## src/rtl/mem_port_arbiter_pkg.sv

```systemverilog
// rtl/mem_port_arbiter_pkg.sv - shared types and defaults for the unified memory port arbiter
package mem_port_arbiter_pkg;

    localparam int XLEN_DEF         = 32;
    localparam int STARVE_LIMIT_DEF = 4;

    typedef enum logic [2:0] {
        ARB_IDLE    = 3'd0,
        ARB_ISSUE_I = 3'd1,
        ARB_ISSUE_D = 3'd2,
        ARB_WAIT_I  = 3'd3,
        ARB_WAIT_D  = 3'd4
    } arb_state_t;

endpackage

```

## src/rtl/mem_port_arbiter_pick.sv

```systemverilog
// rtl/mem_port_arbiter_pick.sv - combinational winner select between fetch and data requests
module mem_arb_pick (
    input  logic d_req,
    input  logic i_req,
    input  logic starve_hit,
    output logic grant_d,
    output logic grant_i
);

    // Data normally wins (older instruction); a saturated starve count hands the slot to fetch.
    always_comb begin
        grant_d = d_req & ~(starve_hit & i_req);
        grant_i = i_req & ~grant_d;
    end

endmodule

```

## src/rtl/mem_port_arbiter.sv

```systemverilog
// rtl/mem_port_arbiter.sv - shares one memory port between fetch and load/store, one transaction in flight
// Optional fetch anti-starvation counter enabled by defining ARB_FAIR_EN.
module mem_port_arbiter
    import mem_port_arbiter_pkg::*;
#(
    parameter int XLEN         = XLEN_DEF,
    parameter int STARVE_LIMIT = STARVE_LIMIT_DEF
) (
    input  logic            clk,
    input  logic            rst_n,
    input  logic            i_req,
    input  logic [XLEN-1:0] i_addr,
    output logic [XLEN-1:0] i_rdata,
    output logic            i_done,
    output logic            i_stall,
    input  logic            d_req,
    input  logic            d_we,
    input  logic [XLEN-1:0] d_addr,
    input  logic [XLEN-1:0] d_wdata,
    input  logic [3:0]      d_wstrb,
    output logic [XLEN-1:0] d_rdata,
    output logic            d_done,
    output logic            d_stall,
    output logic            mem_req,
    output logic            mem_we,
    output logic [XLEN-1:0] mem_addr,
    output logic [XLEN-1:0] mem_wdata,
    output logic [3:0]      mem_wstrb,
    input  logic            mem_gnt,
    input  logic            mem_rvalid,
    input  logic [XLEN-1:0] mem_rdata
);

    arb_state_t state, state_nxt;
    logic       grant_d, grant_i, starve_hit;

    mem_arb_pick u_pick (
        .d_req      (d_req),
        .i_req      (i_req),
        .starve_hit (starve_hit),
        .grant_d    (grant_d),
        .grant_i    (grant_i)
    );

`ifdef ARB_FAIR_EN
    localparam int CW = $clog2(STARVE_LIMIT + 1);
    logic [CW-1:0] starve_cnt;

    assign starve_hit = (starve_cnt == CW'(STARVE_LIMIT));

    always_ff @(posedge clk or negedge rst_n) begin
        if (!rst_n) begin
            starve_cnt <= '0;
        end else if (state == ARB_IDLE) begin
            if (grant_i)
                starve_cnt <= '0;
            else if (grant_d && i_req && !starve_hit)
                starve_cnt <= starve_cnt + 1'b1;
        end
    end
`else
    // Strict priority: the limit never applies, the expression is constant false.
    assign starve_hit = (STARVE_LIMIT < 0);
`endif

    always_ff @(posedge clk or negedge rst_n) begin
        if (!rst_n)
            state <= ARB_IDLE;
        else
            state <= state_nxt;
    end

    always_comb begin
        state_nxt = state;
        mem_req   = 1'b0;
        i_done    = 1'b0;
        d_done    = 1'b0;
        unique case (state)
            ARB_IDLE: begin
                if (grant_d)
                    state_nxt = ARB_ISSUE_D;
                else if (grant_i)
                    state_nxt = ARB_ISSUE_I;
            end
            ARB_ISSUE_I: begin
                mem_req = 1'b1;
                if (mem_gnt)
                    state_nxt = ARB_WAIT_I;
            end
            ARB_ISSUE_D: begin
                mem_req = 1'b1;
                if (mem_gnt)
                    state_nxt = ARB_WAIT_D;
            end
            ARB_WAIT_I: begin
                if (mem_rvalid) begin
                    i_done    = 1'b1;
                    state_nxt = ARB_IDLE;
                end
            end
            ARB_WAIT_D: begin
                if (mem_rvalid) begin
                    d_done    = 1'b1;
                    state_nxt = ARB_IDLE;
                end
            end
            default: state_nxt = ARB_IDLE;
        endcase
    end

    // Request fields are captured once at arbitration and held stable through the handshake.
    always_ff @(posedge clk or negedge rst_n) begin
        if (!rst_n) begin
            mem_we    <= 1'b0;
            mem_addr  <= '0;
            mem_wdata <= '0;
            mem_wstrb <= 4'b0000;
        end else if (state == ARB_IDLE) begin
            if (grant_d) begin
                mem_we    <= d_we;
                mem_addr  <= d_addr;
                mem_wdata <= d_wdata;
                mem_wstrb <= d_we ? d_wstrb : 4'b0000;
            end else if (grant_i) begin
                mem_we    <= 1'b0;
                mem_addr  <= i_addr;
                mem_wdata <= '0;
                mem_wstrb <= 4'b0000;
            end
        end
    end

    assign i_rdata = mem_rdata;
    assign d_rdata = mem_rdata;
    assign i_stall = i_req & ~i_done;
    assign d_stall = d_req & ~d_done;

endmodule

```

## config.mk

```make
export PLATFORM = sky130hd
export DESIGN_NAME = mem_port_arbiter
export DESIGN_NICKNAME = d
export VERILOG_FILES = /design/src/rtl/mem_port_arbiter_pkg.sv /design/src/rtl/mem_port_arbiter_pick.sv /design/src/rtl/mem_port_arbiter.sv
export SDC_FILE = /design/constraint.sdc
export NUM_CORES = 1
export LEC_CHECK = 0
export CAP_MARGIN = 20
export CORE_ASPECT_RATIO = 1.25
export CORE_MARGIN = 8
export CORE_UTILIZATION = 34
export CTS_BUF_LIST = sky130_fd_sc_hd__clkbuf_4 sky130_fd_sc_hd__clkbuf_8 sky130_fd_sc_hd__clkbuf_16
export CTS_CLUSTER_SIZE = 30
export DETAILED_ROUTE_END_ITERATION = 10
export HOLD_SLACK_MARGIN = 0.1
export MAX_ROUTING_LAYER = met4
export PLACE_DENSITY = 0.82
export RECOVER_POWER = 25
export SETUP_SLACK_MARGIN = 0.15
export SLEW_MARGIN = 15
export SYNTH_ARGS = -nofsm -noshare
export SYNTH_HDL_FRONTEND = slang
export SYNTH_SLANG_ARGS = --single-unit
```

## constraint.sdc

```tcl
create_clock -name clk -period 2 [get_ports clk]
set_input_delay 0.2 -clock clk [delete_from_list [all_inputs] [get_ports clk]]
set_output_delay 0.2 -clock clk [all_outputs]
set_load 0.05 [all_outputs]
```

Word level (Yosys, flattened, before mapping). Cells that the tools add are included.

Bitwise logic cells: 6. Reduce and logical (&&, ||, !) cells: 6. Muxes and demuxes: 19. Multipliers: 0. Div/mod/pow operators: 0. Magnitude comparators: 0. Eq/ne operators: 8. $add $sub $neg: 0. Shifts and indexed selects: 0.

Operators with widths (number): $mux 32 (4); $mux 3 (5); $mux 4 (3); $pmux 3 s4 (1); $eq 3x2->1 const B (2); $mux 1 (6); $ne 2x2->1 const B (2); $reduce_and 4->1 (1); $reduce_or 2->1 (2); $and 1x1->1 (3); $eq 3x1->1 const B (1); $eq 3x3->1 const B (1); $logic_not 3->1 (1); $ne 3x3->1 const B (1); $not 1->1 (3); $ne 2x1->1 const B (1); $reduce_and 2->1 (1); $reduce_bool 2->1 (1).

Output and inout bits: 138. ROM bits: 0. Input bits: 139. Bits in writable memories: 0. Latch bits: 0. Memories kept: 0. Bits in registers: 72.

Logic depth before layout (Yosys ltp). Gate-level depths: netlist of the first run.

Word-level depth: 5. Gate-level depth with buffers: 6. Mapped depth without buffers: 3.

Cells and area by module. Synthesis of the first run repeated with hierarchy kept, for this count alone.

Cells, all modules: 279. Area total of the unflattened synthesis: 3598.5 sq um.

By module, submodules not included: mem_port_arbiter (times used 1, area each 3579.7 sq um, cells each 276); mem_arb_pick (times used 1, area each 18.8 sq um, cells each 3).

Least setup slack after synthesis of the first run. Ideal clock, no wire load.

Path kind: register -> output. Start: reg state[0]. End: out d_stall. Buffers on the path: 1. Path slack: -0.401 ns. Arrival: 2.201 ns. Stages on the path, launching flop included: 4. Cells stage by stage: dfrtp_1 > buf_2 > nor3_1 > nor2b_1.

Cells in the longest elaborated chain, start to end: 4.

Ends and longest elaborated chain: start, declared (line mem_port_arbiter.sv:34) `arb_state_t state, state_nxt;`; start signal, assigned (line mem_port_arbiter.sv:70) `state <= state_nxt;`; $eq 3x3->1 (line mem_port_arbiter.sv:78) `unique case (state)`; $mux 1 (line mem_port_arbiter.sv:78); named net d_done (line mem_port_arbiter.sv:22) `output logic d_done,`; $not 1->1 (line mem_port_arbiter.sv:136) `assign d_stall = d_req & ~d_done;`; $and 1x1->1 (line mem_port_arbiter.sv:136); end, declared (line mem_port_arbiter.sv:23) `output logic d_stall,`.

The timed path passes the listed nets, and every way through them passes these cells.

Final worst setup path of the first run.
Start: reg state[1]. End: out i_stall.

Cells in the longest elaborated chain, start to end: 4.

Ends and longest elaborated chain: $eq 3x2->1 (line mem_port_arbiter.sv:78); $mux 1 (line mem_port_arbiter.sv:78); $not 1->1 (line mem_port_arbiter.sv:135) `assign i_stall = i_req & ~i_done;`; $and 1x1->1 (line mem_port_arbiter.sv:135); end, declared (line mem_port_arbiter.sv:15) `output logic i_stall,`.

Every way passes these cells.

==> results of run 1 <==
==> flip-flops by register name, indices dropped and copies added, names as in the netlist <==
signal and flops:
mem_addr 32, mem_wdata 32, mem_we 1, mem_wstrb 4, state 3
==> power groups by stage <==
stage	Clock, W	Combinational (W)	Sequential, W
2_1_floorplan	0	0.00184	0.00470
3_3_place_gp	0	0.00555	0.00253
3_5_place_dp	0	0.00565	0.00256
4_1_cts	0.00175	0.00566	0.00255
5_1_grt	0.00182	0.00582	0.00263
6_report	0.00171	0.00560	0.00255
==> metrics by stage <==
stage | power, W | utilization, % | setup slack [ns]
after global routing | 0.0103 | 51.9 | 0.157
final | 0.00985 | 51.9 | 0.230
after detailed placement | 0.00820 | 48.7 | 0.363
after global placement | 0.00808 | 48.7 | 0.401
after floorplan | 0.00654 | - | 0.157
after CTS | 0.00997 | 51.9 | 0.205
==> cell families after synthesis <==
kind of cell           count (synthesis)  share of synthesized area (%)
flip-flops                            72                           50.5
AO/OA/AOI/OAI                         43                           10.4
AND/OR/NAND/NOR                       14                           2.31
XOR/XNOR                               1                          0.245
buffers and inverters                 81                           16.4
multiplexers                          64                           20.2
==> per-layer routing <==
metal,share of wire (%),up-vias,track usage [%],wire (microns)
li1,-,1147,-,-
met3,14,42,8.54,1480
met2,50,164,26.0,5330
met4,3.6,0,7.94,382
met1,33,1229,13.9,3560
met5,0,-,-,0
==> critical path: stages, from the launching register on <==
cell,delay [ns]
dfrtp_2,0.48
nor2b_1,0.18
and3_1,0.26
nor2b_2,0.17
buf_12,0.15
==> repair_timing <==
| item | in CTS | in global routing |
|---|---|---|
| hold buffers | 1 | 0 |
| setup endpoints to repair | 1 | 0 |
| endpoints found under the hold margin | 72 | 0 |
| buffers inserted | 0 | 0 |
| gates resized for setup | 1 | 0 |
==> cell type report <==
type,instances,area (sq um)
clock buffers,9,225
clock inverters,7,95.1
fillers,882,5000
multi-input cells,122,1200
flip-flops and latches,72,1800
well taps,132,165
repair buffers,186,1920
==> synth_stat cells <==
library cell | n | share of area, %
buf_4 | 68 | 14
nand2_1 | 2 | 0.21
buf_6 | 2 | 0.63
dfrtp_1 | 72 | 50
o21ai_2 | 1 | 0.25
and3_1 | 1 | 0.18
buf_2 | 9 | 1.3
mux2_2 | 64 | 20
nor2_1 | 4 | 0.42
a211o_1 | 1 | 0.25
o211ai_1 | 1 | 0.21
nor2b_1 | 3 | 0.53
nor3_4 | 1 | 0.46
clkbuf_1 | 2 | 0.21
a22o_1 | 33 | 8.1
a22oi_1 | 1 | 0.21
a21oi_1 | 2 | 0.28
nor3_1 | 1 | 0.14
a32o_1 | 4 | 1.1
nor3b_1 | 1 | 0.21
xnor2_1 | 1 | 0.25
and2_1 | 1 | 0.18
==> final timing paths <==
kind | end | slack (ns) | depth (start not counted)
max in group asynchronous | state[1]$_DFFE_PN0P_ | 0.73 | 2
worst min-delay path | d_rdata[1] | 0.40 | 0
worst min register to register | mem_wstrb[3]$_DFFE_PN0P_ | 0.50 | 1
worst max register to register | mem_wdata[24]$_DFFE_PN0P_ | 0.34 | 5
min in group asynchronous | mem_wdata[9]$_DFFE_PN0P_ | 0.58 | 2
worst max-delay path | i_stall | 0.23 | 4
==> results by group, run 1 <==
Outcome
  • Outcome: finished clean

Synth
  • Sequential-to-total area share from yosys stat: between 50% and 60%
  • Syn avg cell area: 13.0 sq um
  • Netlist cell types: 22
  • Post-Synthesis Cells: 275
  • Synth warn: 0
  • Syn Nets: 414
  • Netlist Area Pre-Place: 0.00357 sq mm
  • Yosys reg bits: around 70

Die
  • Core area: around 0.010 sq mm
  • Initial core utilization: 34.3%
  • Row count: 42
  • Die Area: ~0.014 sq mm
  • Io pins: roughly 280
  • Die X: about 110 microns
  • Die Y: 131 microns

Route
  • WL final: around 11,000 microns
  • Initial drt markers: 65
  • DR pass1 iterations: 4
  • Drc violations: 0
  • Vias per inst: 4.89
  • Vias: 2,582
  • Antenna viol nets, final: 0
  • Wirelength per Cell: between 20 and 25 microns

CTS
  • TritonCTS buffer count: 9
  • H-tree depth: 3
  • CTS Sinks: between 70 and 80
  • Root buffer cell: clkbuf_16
  • Max Root-Sink Buffers: 2
  • TritonCTS clock tree: yes
  • Clock Latency Late Sink: 0.33 ns
  • Clock Pin Slew Worst Setup and Hold Paths: 0.05 ns

Power and ir drop
  • Logic pwr share: a little under three fifths
  • Leakage power: ~2.2 nW
  • Switching share of power: between 40% and 50%
  • P_sw: ~0.0044 W
  • Clock share of power: between 10% and 20%
  • Peak supply drop: slightly below 1 mV
  • Cell area power density: between 1500 and 2000 mW/mm^2
  • Seq pwr share: about a quarter
  • Pint: approximately 0.0054 W

Worst setup path
  • CP arrival: between 1.5 and 2 ns
  • Critical path type: register to output pin
  • Worst setup SP type: register
  • Crit path launch: state[1]$_DFFE_PN0P_
  • Crit Path Max Fanout: 9
  • Crit. End Element: output pin
  • Worst path required time: about 1.8 ns
  • Crit Reg-Reg Startpoint: state[0]$_DFFE_PN0P_

GRT
  • Vias in the first global route: just under 3,000
  • Total GRT Usage: between 10% and 20%
  • First-pass GRT wire length: 16,100 microns
  • Pin count of the biggest net entering global routing: 73
  • GRT Residual Overflow: 0
  • Initial antenna violation count: 0

Layout
  • Share of cells above drive strength 1: about 24%
  • Nets: 530
  • N_diodes: 0
  • Area grow syn2layout: 51.3%
  • Layout Cells excl Fill: between 500 and 600
  • Most common cell after layout, fill and taps aside: clkdlybuf4s50_1
  • Commonest cells after routing, fill and taps aside: clkdlybuf4s50_1, dfrtp_1, mux2_2
  • Design Area, Final: around 0.0054 sq mm

STA
  • Worst slew pin tran: 0.979 ns
  • Final hold slack: ~0.4 ns
  • Slew HR: about a third
  • Fin. max-slew vios: 0
  • Final Hold Viols: 0
  • Clock Skew: 0.00719 ns
  • Crit share post-route: 88.5%
  • Final setup fails: 0
  • Period minus WS final: between 1.5 and 2 ns
  • Setup TNS: 0 ns
  • Highest clock rate: ~570 MHz
  • RSZ-0062 raised after global routing: no

Place
  • Routability congestion estimate: around 0.74
  • Port bufs: 180
  • Placed cell area: slightly above 0.005 sq mm
  • DP HPWL: 8380 microns
  • Placed cell count: 511

Flow run
  • Max_cap viols: 0

Hold path
  • Hold crit path type: primary input to output pin
  • Hold_sp: mem_rdata[1]
(Power assumes the default switching activity.)
==> run 2, diff against run 1 <==
--- a/config.mk
+++ b/config.mk
@@ -8,15 +8,15 @@
 export CAP_MARGIN = 20
 export CORE_ASPECT_RATIO = 1.25
 export CORE_MARGIN = 8
-export CORE_UTILIZATION = 34
+export CORE_UTILIZATION = 36
 export CTS_BUF_LIST = sky130_fd_sc_hd__clkbuf_4 sky130_fd_sc_hd__clkbuf_8 sky130_fd_sc_hd__clkbuf_16
 export CTS_CLUSTER_SIZE = 30
 export DETAILED_ROUTE_END_ITERATION = 10
 export HOLD_SLACK_MARGIN = 0.1
 export MAX_ROUTING_LAYER = met4
-export PLACE_DENSITY = 0.82
+export PLACE_DENSITY = 0.86
 export RECOVER_POWER = 25
-export SETUP_SLACK_MARGIN = 0.15
+export SETUP_SLACK_MARGIN = 0.4
 export SLEW_MARGIN = 15
 export SYNTH_ARGS = -nofsm -noshare
 export SYNTH_HDL_FRONTEND = slang
==> constraint.sdc (replaced) <==
create_clock -name clk -period 2.2 [get_ports clk]
set_input_delay 0.22 -clock clk [delete_from_list [all_inputs] [get_ports clk]]
set_output_delay 0.22 -clock clk [all_outputs]
set_load 0.05 [all_outputs]
==> run 2 against run 1 <==
- hold slack better by 0.040 ns
- largest power group unchanged
- first-iteration DRC count down 4.6%
- combinational power down 10%
- cell count down 1.1%
- register-to-register slack better by 0.23 ns
- clock-buffer cell count unchanged
==> results by group, run 2 (same netlist as run 1, synthesis figures left out) <==
CTS
  • H-tree depth: 3 (unchanged)
  • Clock Pin Slew Worst Setup and Hold Paths: 0.06 ns (about the same)
  • CTS Sinks: 72 (unchanged)
  • Max Root-Sink Buffers: 2 (unchanged)
  • TritonCTS clock tree: yes
  • Root buffer cell: clkbuf_16
  • TritonCTS buffer count: 9 (unchanged)
  • Clock Latency Late Sink: 0.32 ns (about the same)

STA
  • Clock Skew: 0.00771 ns (+0.000525 ns)
  • Highest clock rate: just under 600 MHz
  • RSZ-0062 raised after global routing: no
  • Fin. max-slew vios: 0 (unchanged)
  • Slew HR: 36.1% (+1.4 points)
  • Setup ws final: 0.466 ns (+0.236 ns)
  • Worst slew pin tran: 0.959 ns (-0.0204 ns)
  • Setup TNS: 0 ns (unchanged)
  • Final Hold Viols: 0 (unchanged)
  • Final setup fails: 0 (unchanged)
  • Crit share post-route: around 79%
  • Period minus WS final: around 1.7 ns

GRT
  • Most used routing layer: met2
  • First-pass GRT wire length: 16,000 microns (-0.99%)
  • Pin count of the biggest net entering global routing: 73 (unchanged)
  • Met1 track demand over resource: 14.9% (+0.97 points)
  • GRT Residual Overflow: 0 (unchanged)
  • Total GRT Usage: 15.8% (+0.24 points)
  • Initial antenna violation count: 0 (unchanged)
  • Vias in the first global route: 2,917 (-0.78%)
  • GR Layer Usage met3: 9.26% (+0.72 points)
  • Met2 Track Usage GR: 26.3% (+0.34 points)

Hold path
  • Hold path cells: 0 (unchanged)
  • Hold_sp: mem_rdata[22]
  • Hold crit path type: primary input to output pin

Place
  • Pre-CTS setup slack: 0.412 ns (+0.0490 ns)
  • DP HPWL: 8230 microns (-1.7%)
  • Port bufs: 180 (unchanged)
  • Placed cell area: 0.00498 sq mm (-1.7%)
  • Routability congestion estimate: 0.760 (+2.1%)

Die
  • Io pins: 277 (unchanged)
  • Core area: 0.00966 sq mm (-7.2%)
  • Initial core utilization: 37.0% (+2.6 points)
  • Die X: 105 microns (-2.4%)
  • Die Y: 127 microns (-2.5%)
  • Row count: 40 (-4.8%)
  • Die Area: 0.0134 sq mm (-4.8%)

Worst setup path
  • Crit Reg-Reg Startpoint: state[1]$_DFFE_PN0P_
  • Crit-path max cell delay: 0.82 ns (+0.34 ns)
  • CP arrival: 1.51 ns (-0.06 ns)
  • Worst path bufs/invs: 1 (unchanged)
  • Reg2reg setup slack: 0.57 ns (+0.23 ns)
  • CP Depth: 1 (-3)
  • RR Endpoint: mem_wstrb[0]$_DFFE_PN0P_
  • Critical path type: register to output pin
  • Worst setup SP type: register
  • Worst path cell trace: clkdlybuf4s50_1
  • Worst path required time: 1.98 ns (+0.18 ns)
  • CP endpoint: mem_wdata[3]
  • Top cell family by delay on the critical path: buffers and inverters
  • Critical path's slowest cell: clkdlybuf4s50_1
  • Reg2reg path depth: 5 (unchanged)
  • Crit. End Element: output pin
  • Crit path launch: mem_wdata[3]$_DFFE_PN0P_
  • Crit Path Max Fanout: 2 (-7)

Flow run
  • Max_cap viols: 0 (unchanged)

Outcome
  • Outcome: finished clean

Power and ir drop
  • P_sw: 0.00398 W (-10%)
  • Clock share of power: 16.0% (-1.4 points)
  • Logic pwr share: 57.6% (+0.8 points)
  • Leakage power: 2.22 nW (-1.1%)
  • Seq pwr share: 26.4% (+0.6 points)
  • Switching share of power: 45.7% (+0.57 points)
  • Cell area power density: 1640 mW/mm^2 (-9.8%)
  • Pint: 0.00473 W (-13%)
  • Peak supply drop: 0.830 mV (-17%)

Route
  • Initial drt markers: 62 (-4.6%)
  • Vias: 2,561 (-0.81%)
  • DR pass1 iterations: 4 (unchanged)
  • Drc violations: 0 (unchanged)
  • Vias per inst: 4.91 (+0.33%)
  • WL final: 10,600 microns (-1.4%)
  • Wirelength per Cell: 20.3 microns (-0.31%)
  • Antenna viol nets, final: 0 (unchanged)

Layout
  • Commonest cells after routing, fill and taps aside: clkdlybuf4s50_1, dfrtp_1, mux2_2
  • Share of cells above drive strength 1: 24.2% (-0.25 points)
  • Design Area, Final: 0.00530 sq mm (-2.0%)
  • Fill count: 811 (-8.0%)
  • Final Core Density: 54.8% (+2.9 points)
  • Biggest regs: mem_addr: 32 flops, mem_wdata: 32 flops, mem_wstrb: 4 flops
  • Area grow syn2layout: 48.4%
  • Nets: 531 (+0.19%)
  • N_diodes: 0 (unchanged)
  • Most common cell after layout, fill and taps aside: clkdlybuf4s50_1
run 2: what timing repair did:
action | in CTS | in global routing
setup endpoints to repair | 1 | 3
hold buffers | 1 | 0
resized for setup | 3 | 2
hold endpoints to repair | 72 | 0
buffers inserted | 0 | 2
run 2: stage by stage:
step | cells | total power, W | hold WS [ns]
2_1_floorplan | 275 | 0.00594 | -0.0756
3_3_place_gp | 504 | 0.00724 | 0.389
3_5_place_dp | 504 | 0.00737 | 0.402
4_1_cts | 520 | 0.00880 | 0.441
5_1_grt | 522 | 0.00909 | 0.440
6_report | 522 | 0.00871 | 0.440
run 2: power by group through the flow:
stage	Sequential (W)	Clock [W]	Combinational, W
6_report	0.00230	0.00139	0.00502
5_1_grt	0.00237	0.00150	0.00522
4_1_cts	0.00231	0.00143	0.00505
3_5_place_dp	0.00232	0	0.00504
3_3_place_gp	0.00229	0	0.00495
2_1_floorplan	0.00427	0	0.00167
run 2: worst min-delay path by stage:
stage	to
after floorplan	mem_addr[0]$_DFFE_PN0P_
after global placement	mem_wstrb[0]$_DFFE_PN0P_
after detailed placement	mem_wstrb[3]$_DFFE_PN0P_
after CTS	d_rdata[12]
after global routing	i_rdata[14]
final	d_rdata[22]
run 2: worst reg2reg max path, cell delays in order (launching register included):
cell and delay, ns:
dfrtp_2 0.44, clkbuf_1 0.16, nor3_4 0.23, and2_1 0.16
buf_4 0.34, a32o_1 0.24
run 2: cell type report:
cell class,instances,area [sq um],share of cell area [%]
timing repair buffer,187,1850,35.0
sequential,72,1800,34.0
multi-input combinational,122,1200,22.6
clock buffer,9,225,4.25
tap,126,158,2.98
clock inverter,6,61.3,1.16
run 2: per-layer routing:
layer  wire [microns]  vias to the layer above
li1                 -                     1146
met1             3770                     1217
met2             5360                      179
met3             1320                       19
met4              150                        0
met5                0                        -
